`config.mk`:
```
export PLATFORM = sky130hd
export DESIGN_NAME = stmt_arbiter
export DESIGN_NICKNAME = d
export VERILOG_FILES = /design/src/rtl/stmt_arbiter.sv
export SDC_FILE = /design/constraint.sdc
export NUM_CORES = 1
export LEC_CHECK = 0
export CORE_MARGIN = 5
export CORE_UTILIZATION = 40
export DETAILED_ROUTE_END_ITERATION = 16
export PLACE_DENSITY = 0.72
export SLEW_MARGIN = 5
export SYNTH_ARGS = -nofsm -noshare
export SYNTH_HDL_FRONTEND = slang
export SYNTH_SLANG_ARGS = --single-unit
```
`constraint.sdc`:
```
create_clock -name clk -period 2.33 [get_ports clk]
set_clock_uncertainty 0.05 [all_clocks]
set_input_delay 0.466 -clock clk [delete_from_list [all_inputs] [get_ports clk]]
set_output_delay 0.466 -clock clk [all_outputs]
set_load 0.01 [all_outputs]
```
`src/rtl/stmt_arbiter.sv`:
```
// Shares one declaration checker between two character requesters, one whole statement (up to ';') at a time.
// Define STMT_ARB_TIMEOUT_EN to force release of a stalled grant after TIMEOUT idle cycles.
module stmt_arbiter #(
  parameter int         TIMEOUT   = 16,
  parameter logic [7:0] IDLE_BYTE = 8'h20
) (
  input  logic       clk,
  input  logic       reset,
  input  logic       req0_valid,
  input  logic [7:0] req0_data,
  output logic       req0_ready,
  input  logic       req1_valid,
  input  logic [7:0] req1_data,
  output logic       req1_ready,
  output logic [7:0] chk_in,
  output logic       chk_rst,
  input  logic       chk_out,
  output logic       res0_valid,
  output logic       res1_valid,
  output logic       res_ok,
  output logic [7:0] ok_cnt0,
  output logic [7:0] ok_cnt1
);

  typedef enum logic [1:0] {IDLE, GRANT0, GRANT1, FLUSH} state_t;

  state_t     state;
  logic       ptr;
  logic       tag1_valid, tag1_owner;
  logic       tag2_valid, tag2_owner;
  logic       xfer0, xfer1, xfer, semi, flush;
  logic [7:0] xfer_data;

`ifdef STMT_ARB_TIMEOUT_EN
  logic [7:0] stall;
  assign flush = (state == FLUSH);
`else
  assign flush = 1'b0;
`endif

  assign req0_ready = (state == GRANT0);
  assign req1_ready = (state == GRANT1);
  assign xfer0      = req0_ready & req0_valid;
  assign xfer1      = req1_ready & req1_valid;
  assign xfer       = xfer0 | xfer1;
  assign xfer_data  = xfer1 ? req1_data : req0_data;
  assign semi       = xfer & (xfer_data == 8'h3B);

  // Tag stage 2 lines up with the checker's verdict for the ';' accepted two cycles earlier.
  assign res0_valid = (tag2_valid & ~tag2_owner) | (flush & ~ptr);
  assign res1_valid = (tag2_valid & tag2_owner) | (flush & ptr);
  assign res_ok     = tag2_valid & chk_out & ~flush;
  assign chk_rst    = reset | flush;

  always_ff @(posedge clk) begin
    if (reset) begin
      state      <= IDLE;
      ptr        <= 1'b1;
      chk_in     <= IDLE_BYTE;
      tag1_valid <= 1'b0;
      tag1_owner <= 1'b0;
      tag2_valid <= 1'b0;
      tag2_owner <= 1'b0;
      ok_cnt0    <= 8'd0;
      ok_cnt1    <= 8'd0;
`ifdef STMT_ARB_TIMEOUT_EN
      stall      <= 8'd0;
`endif
    end else begin
      chk_in     <= xfer ? xfer_data : IDLE_BYTE;
      tag1_valid <= semi;
      tag1_owner <= xfer1;
      tag2_valid <= tag1_valid;
      tag2_owner <= tag1_owner;

      if (res0_valid & res_ok & (ok_cnt0 != 8'hFF)) ok_cnt0 <= ok_cnt0 + 8'd1;
      if (res1_valid & res_ok & (ok_cnt1 != 8'hFF)) ok_cnt1 <= ok_cnt1 + 8'd1;

      case (state)
        IDLE: begin
          // On a tie, ptr names the requester served last, so the other one wins.
          if (req0_valid && (!req1_valid || ptr)) state <= GRANT0;
          else if (req1_valid)                    state <= GRANT1;
        end
        GRANT0, GRANT1: begin
          if (semi) begin
            state <= IDLE;
            ptr   <= (state == GRANT1);
          end
`ifdef STMT_ARB_TIMEOUT_EN
          if (xfer) begin
            stall <= 8'd0;
          end else if (stall == 8'(TIMEOUT - 1)) begin
            state <= FLUSH;
            ptr   <= (state == GRANT1);
            stall <= 8'd0;
          end else begin
            stall <= stall + 8'd1;
          end
`endif
        end
        FLUSH:   state <= IDLE;
        default: state <= IDLE;
      endcase
    end
  end

endmodule
```
* After elaboration in Yosys (flattened, before gate mapping) *
Cells that the tools add are included.

word-level totals
  flip-flop bits (word level) = 31
  bits of input ports = 21
  logic and storage cells = 45

cells by class
  add/sub/neg operators = 2
  equality and inequality tests = 8
  multiplexer cells = 5
  bitwise logic cells = 13
  reductions and logical operators = 8

operators by type and width
  operator                                       number
  adder 8 x 1 -> 8 bit, second input constant    2
  != test 8 bit, second input constant           2
  bitwise AND 1 bit                              10
  == test 8 x 6 -> 1 bit, second input constant  1
  2-to-1 mux 8 bit                               1
  2-to-1 mux 2 bit                               3
  case mux 2 bit (3 select lines)                1
  == test 2 bit, second input constant           2
  AND reduction 2 bit                            2
  OR reduction 2 bit                             2
  != test 3 bit, second input constant           1
  == test 2 x 1 -> 1 bit, second input constant  1
  zero test 2 bit                                1
  != test 2 bit, second input constant           1
  inverter 1 bit                                 2
  logical AND 1 bit                              1
  zero test 1 bit                                1
  logical OR 1 bit                               1
  bitwise OR 1 bit                               1

* Depth between registers and ports, before layout *
  depth after elaboration = 7
  gate-level depth with buffers = 7
  mapped depth without buffers = 6

* Least setup slack after synthesis *
Ideal clock, no wire load.

  path type = register -> register
  from = register state[0]
  to = register state[0]
  setup time = 117 ps
  arrival time = 1922 ps
  required time = 2163 ps
  slack = 241 ps
  cell stages (with the launch flop) = 8
  buffers on the path = 1
  path through = dfxtp_1 > inv_1 > ha_1 > and2_1 > or4_1 > buf_2 > a32o_1 > a32o_1

on the way
  word-level cells in the longest chain between the ends = 7
  elaborated cells between the ends (all ways) = 15

ends and longest elaborated chain
  what                           line  text
  from (decl)                    27    state_t state;
  from (signal assigned)         57    state <= IDLE;
  from (signal assigned)         82    if (req0_valid && (!req1_valid || ptr)) state <= GRANT0;
  from (signal assigned)         83    else if (req1_valid) state <= GRANT1;
  == test 2 bit *                42    assign req1_ready = (state == GRANT1);
  via req1_ready                 14    output logic req1_ready,
  bitwise AND 1 bit              44    assign xfer1 = req1_ready & req1_valid;
  2-to-1 mux 8 bit               46    assign xfer_data = xfer1 ? req1_data : req0_data;
  == test 8 x 6 -> 1 bit         47    assign semi = xfer & (xfer_data == 8'h3B);
  bitwise AND 1 bit              47
  != test 2 bit (no line)        n/a
  AND reduction 2 bit (no line)  n/a

Mark *: on every way through the listed nets, which the timed path passes. The rest lies on a longest branch.
A chain may end at the register's enable or synchronous reset.

* Final worst setup path *
  from = input req0_data[5]
  to = register ptr

on the way
  word-level cells in the longest chain between the ends = 4

ends and longest elaborated chain
  what                           line  text
  from (decl)                    10    input logic [7:0] req0_data,
  2-to-1 mux 8 bit               46
  == test 8 x 6 -> 1 bit         47
  bitwise AND 1 bit              47
  AND reduction 2 bit (no line)  n/a
  to (signal assigned)           88    ptr <= (state == GRANT1);
  to (decl)                      28    logic ptr;

No other way between the ends.

==> results.txt <==
* Sum of routed wire length over all layers: 3.222 mm
* Max-slew violation count: 0
* Total gr overflow: 0
* Yosys synthesis warning count: 0
* Post-CTS Setup Bufs: 0
- The run finished with clean final reports.
* Flip-flop and latch count after synthesis: 31
- Counting tap cells, the placed design contains a total of 266 instances.
- Diodes inserted: 0
* HPWL after detailed placement: 2.490 mm
- Based on the critical path, the design can be clocked at up to 464.0 MHz.
- Synth-to-Final Area Change: 45.10%
- Worst hold margin: 379.6 ps
* Power consumption: 1.290 mW
* CP Launch Type: input port
- Counting every instance in the synthesized netlist gives 169.
- After synthesis, the mean cell area works out to 8.684 µm².
* Total nets after synthesis: 195
* Endpoint arrival time on the critical path: 2320 ps
* Setup repair after global routing missed its margin: no
- Once detail routing completed, the nets flagged for antenna violations numbered 0.
- The first detailed-routing pass took 4 iterations.
- For the worst-skew pair, the clock arrives at the later sink with an insertion delay of 280 ps.
- During placement, the flow inserted port buffers numbering 50.
- Leaving out fill and tap cells, the most frequent cell in the layout is clkdlybuf4s50_1.
- Clock transition at the register clock pins on the worst setup and hold paths after CTS: 60 ps
* Critical setup path kind: in -> reg
- Die area: 4981 µm²
* Met2 demand-to-capacity share in global routing: 22.04%
- Number of buffers between clock root and the deepest sink: 2
* Non-Filler Cell Area, Final: 2130 µm²
- Routability-driven placement finished with a final weighted congestion of 0.7243.
- Cells fill 59.06% of the core in the end.
- After detailed routing, the number of vias per cell comes to 5.007.
* Post-layout minimum cycle time: 2155 ps
* M1 GR Usage: 14.42%
* Final cell count without fillers: 273
- At the pin with the least slew margin, the transition time is 361.2 ps.
- The synthesized design contains 0 enable-type register cells.
- The first global-routing pass estimated 5.333 mm of wire.
- Ys flop type: dfxtp_1
* Starting Density: 40.70%
- The number of hold-slack violations in the final timing report is 0.
- Library cells used by synthesis: 39
- Period utilisation layout: 92.49%
* Area contributors post-synth: dfxtp_1, nand2_1, nor2_1, ha_1, xor2_1
* Total number of H-tree levels: 2
- After detailed routing, the number of remaining DRC violations is 0.
- The net count of the finished layout is 251.
- Summed over its instances, the top area cell type makes up 42.28% of the synthesized netlist area.
- Clock Tree Root: clkbuf_8
- Global routing used 5.824% of the available met3 tracks.
- After detailed placement, the total cell area comes to 2042 µm².
- Most area-hungry cell type in the Yosys netlist: dfxtp_1
- Number of antenna violations at the first check in global routing: 0
- TNS Setup: 0 ps
- DRC marker count from the first detailed-route iteration: 51
- PD cells: 605.6 nW/µm²
* Final-report setup violation count: 0
* VDD IR max: 0.3947 mV
* Leakage power total: 0.8120 nW
- TritonCTS built the clock tree.
- Row generation in the floorplan step produced 22 rows.
* Critical path endpoint category: register
* Sequential cell area fraction in the yosys report: 42.28%
- Dpl ws: -122.9 ps
* Via count of the first global-routing pass: 1251
- Buffers inserted during clock tree synthesis total 5.
- Share of post-route cells with drive strength above 1: 7.111%
- Entering global routing, the biggest net connects 26 pins.
* Post-synth ARST share: 0%
- Along the worst path, the maximum fanout reaches 4.
* Type of the tightest min-delay check: reg -> reg
- Measured along the x axis, the die boundary spans 70.58 µm.
- Gates resized during post-CTS repair numbered 0.
- I/O pin cnt: 51
- Max-slew headroom at the worst pin: 75.67%
- The die is 70.58 µm tall.
- Hold repair after CTS inserted 0 buffers.
- Clock Sinks: 31
- In the layout the commonest cells are clkdlybuf4s50_1, dfxtp_1, nand2_1.
- After detailed routing, the average wire length per cell comes to 11.80 µm.
- Data on the critical path is required at its endpoint by 2490 ps.
* Area of the placeable core: 3606 µm²
* DR vias: 1367
- Summing every instance area after synthesis gives 1468 µm².
* Max Cap Violations: 0
- Global routing used 13.28% of the available tracks.
* GRT Max-Usage Layer: met2
- Final Worst Setup Slack: 174.9 ps
-- synthesized netlist by cell type, types with 2 or more instances --
| master | count |
|---|---|
| dfxtp_1 | 31 |
| nand2_1 | 24 |
| nor2_1 | 19 |
| a21oi_1 | 11 |
| xor2_1 | 7 |
| nand3_1 | 6 |
| clkbuf_1 | 5 |
| ha_1 | 5 |
| inv_1 | 5 |
| nand4_1 | 5 |
| and2_1 | 4 |
| nor2b_1 | 4 |
| a32o_1 | 3 |
| mux2i_1 | 3 |
| o211ai_1 | 3 |
| o21ai_0 | 3 |
| or4_1 | 3 |
| and3_1 | 2 |
| nand3b_1 | 2 |
| nand4b_1 | 2 |
| nor3b_1 | 2 |
| o31ai_1 | 2 |
| xnor2_1 | 2 |
-- worst paths after layout --
path                      from         end  slack, ps  cells past startpoint
setup / recovery  req0_data[5]         ptr        170                      6
hold / removal      tag1_valid  tag2_valid        380                      1
setup reg to reg      state[0]         ptr        220                      7
hold reg to reg     tag1_valid  tag2_valid        380                      1
-- flip-flops by register name, summed over array words and instances (netlist names) --
name / cells
tag2_valid: 1
ptr: 1
tag1_valid: 1
chk_in: 8
tag1_owner: 1
ok_cnt1: 8
state: 2
tag2_owner: 1
ok_cnt0: 8
-- per-layer routing --
layer	wire, µm	vias to the layer above
met2	1475	39
met4	61	0
met1	1415	615
li1	-	706
met5	0	-
met3	270	7
-- worst max-delay path: stages --
cell and delay, ps:
clkdlybuf4s50_1 470, or3b_1 340, or4_1 460, buf_4 180
a21boi_0 190, mux2i_1 200
-- final cells by class --
cell class / instances / area, µm²
Fill cell: 325 / 1476
Multi-Input combinational cell: 126 / 797.0
Sequential cell: 31 / 620.6
Timing Repair Buffer: 56 / 545.5
Clock buffer: 6 / 82.58
Tap cell: 48 / 60.06
Inverter: 5 / 18.77
Clock inverter: 1 / 5.005
-- power by group --
group | switching [mW] | leakage, nW | internal, mW
logic | 0.140 | 0.515 | 0.161
registers | 0.0142 | 0.250 | 0.560
clock network | 0.183 | 0.0470 | 0.231
total | 0.337 | 0.812 | 0.952
-- cells by family (layout without fill, tap and decap cells) --
kind of cell,count (synthesis),count (layout),synth area share (%)
and+or+nand+nor,79,79,27.45
AOI/OAI and AO/OA,29,29,14.41
DFF,31,31,42.29
muxes,4,4,2.813
buffers and inverters,12,68,3.410
adders and majority gates,5,5,4.263
xor gates and xnor gates,9,9,5.371
(Power assumes the default switching activity.)
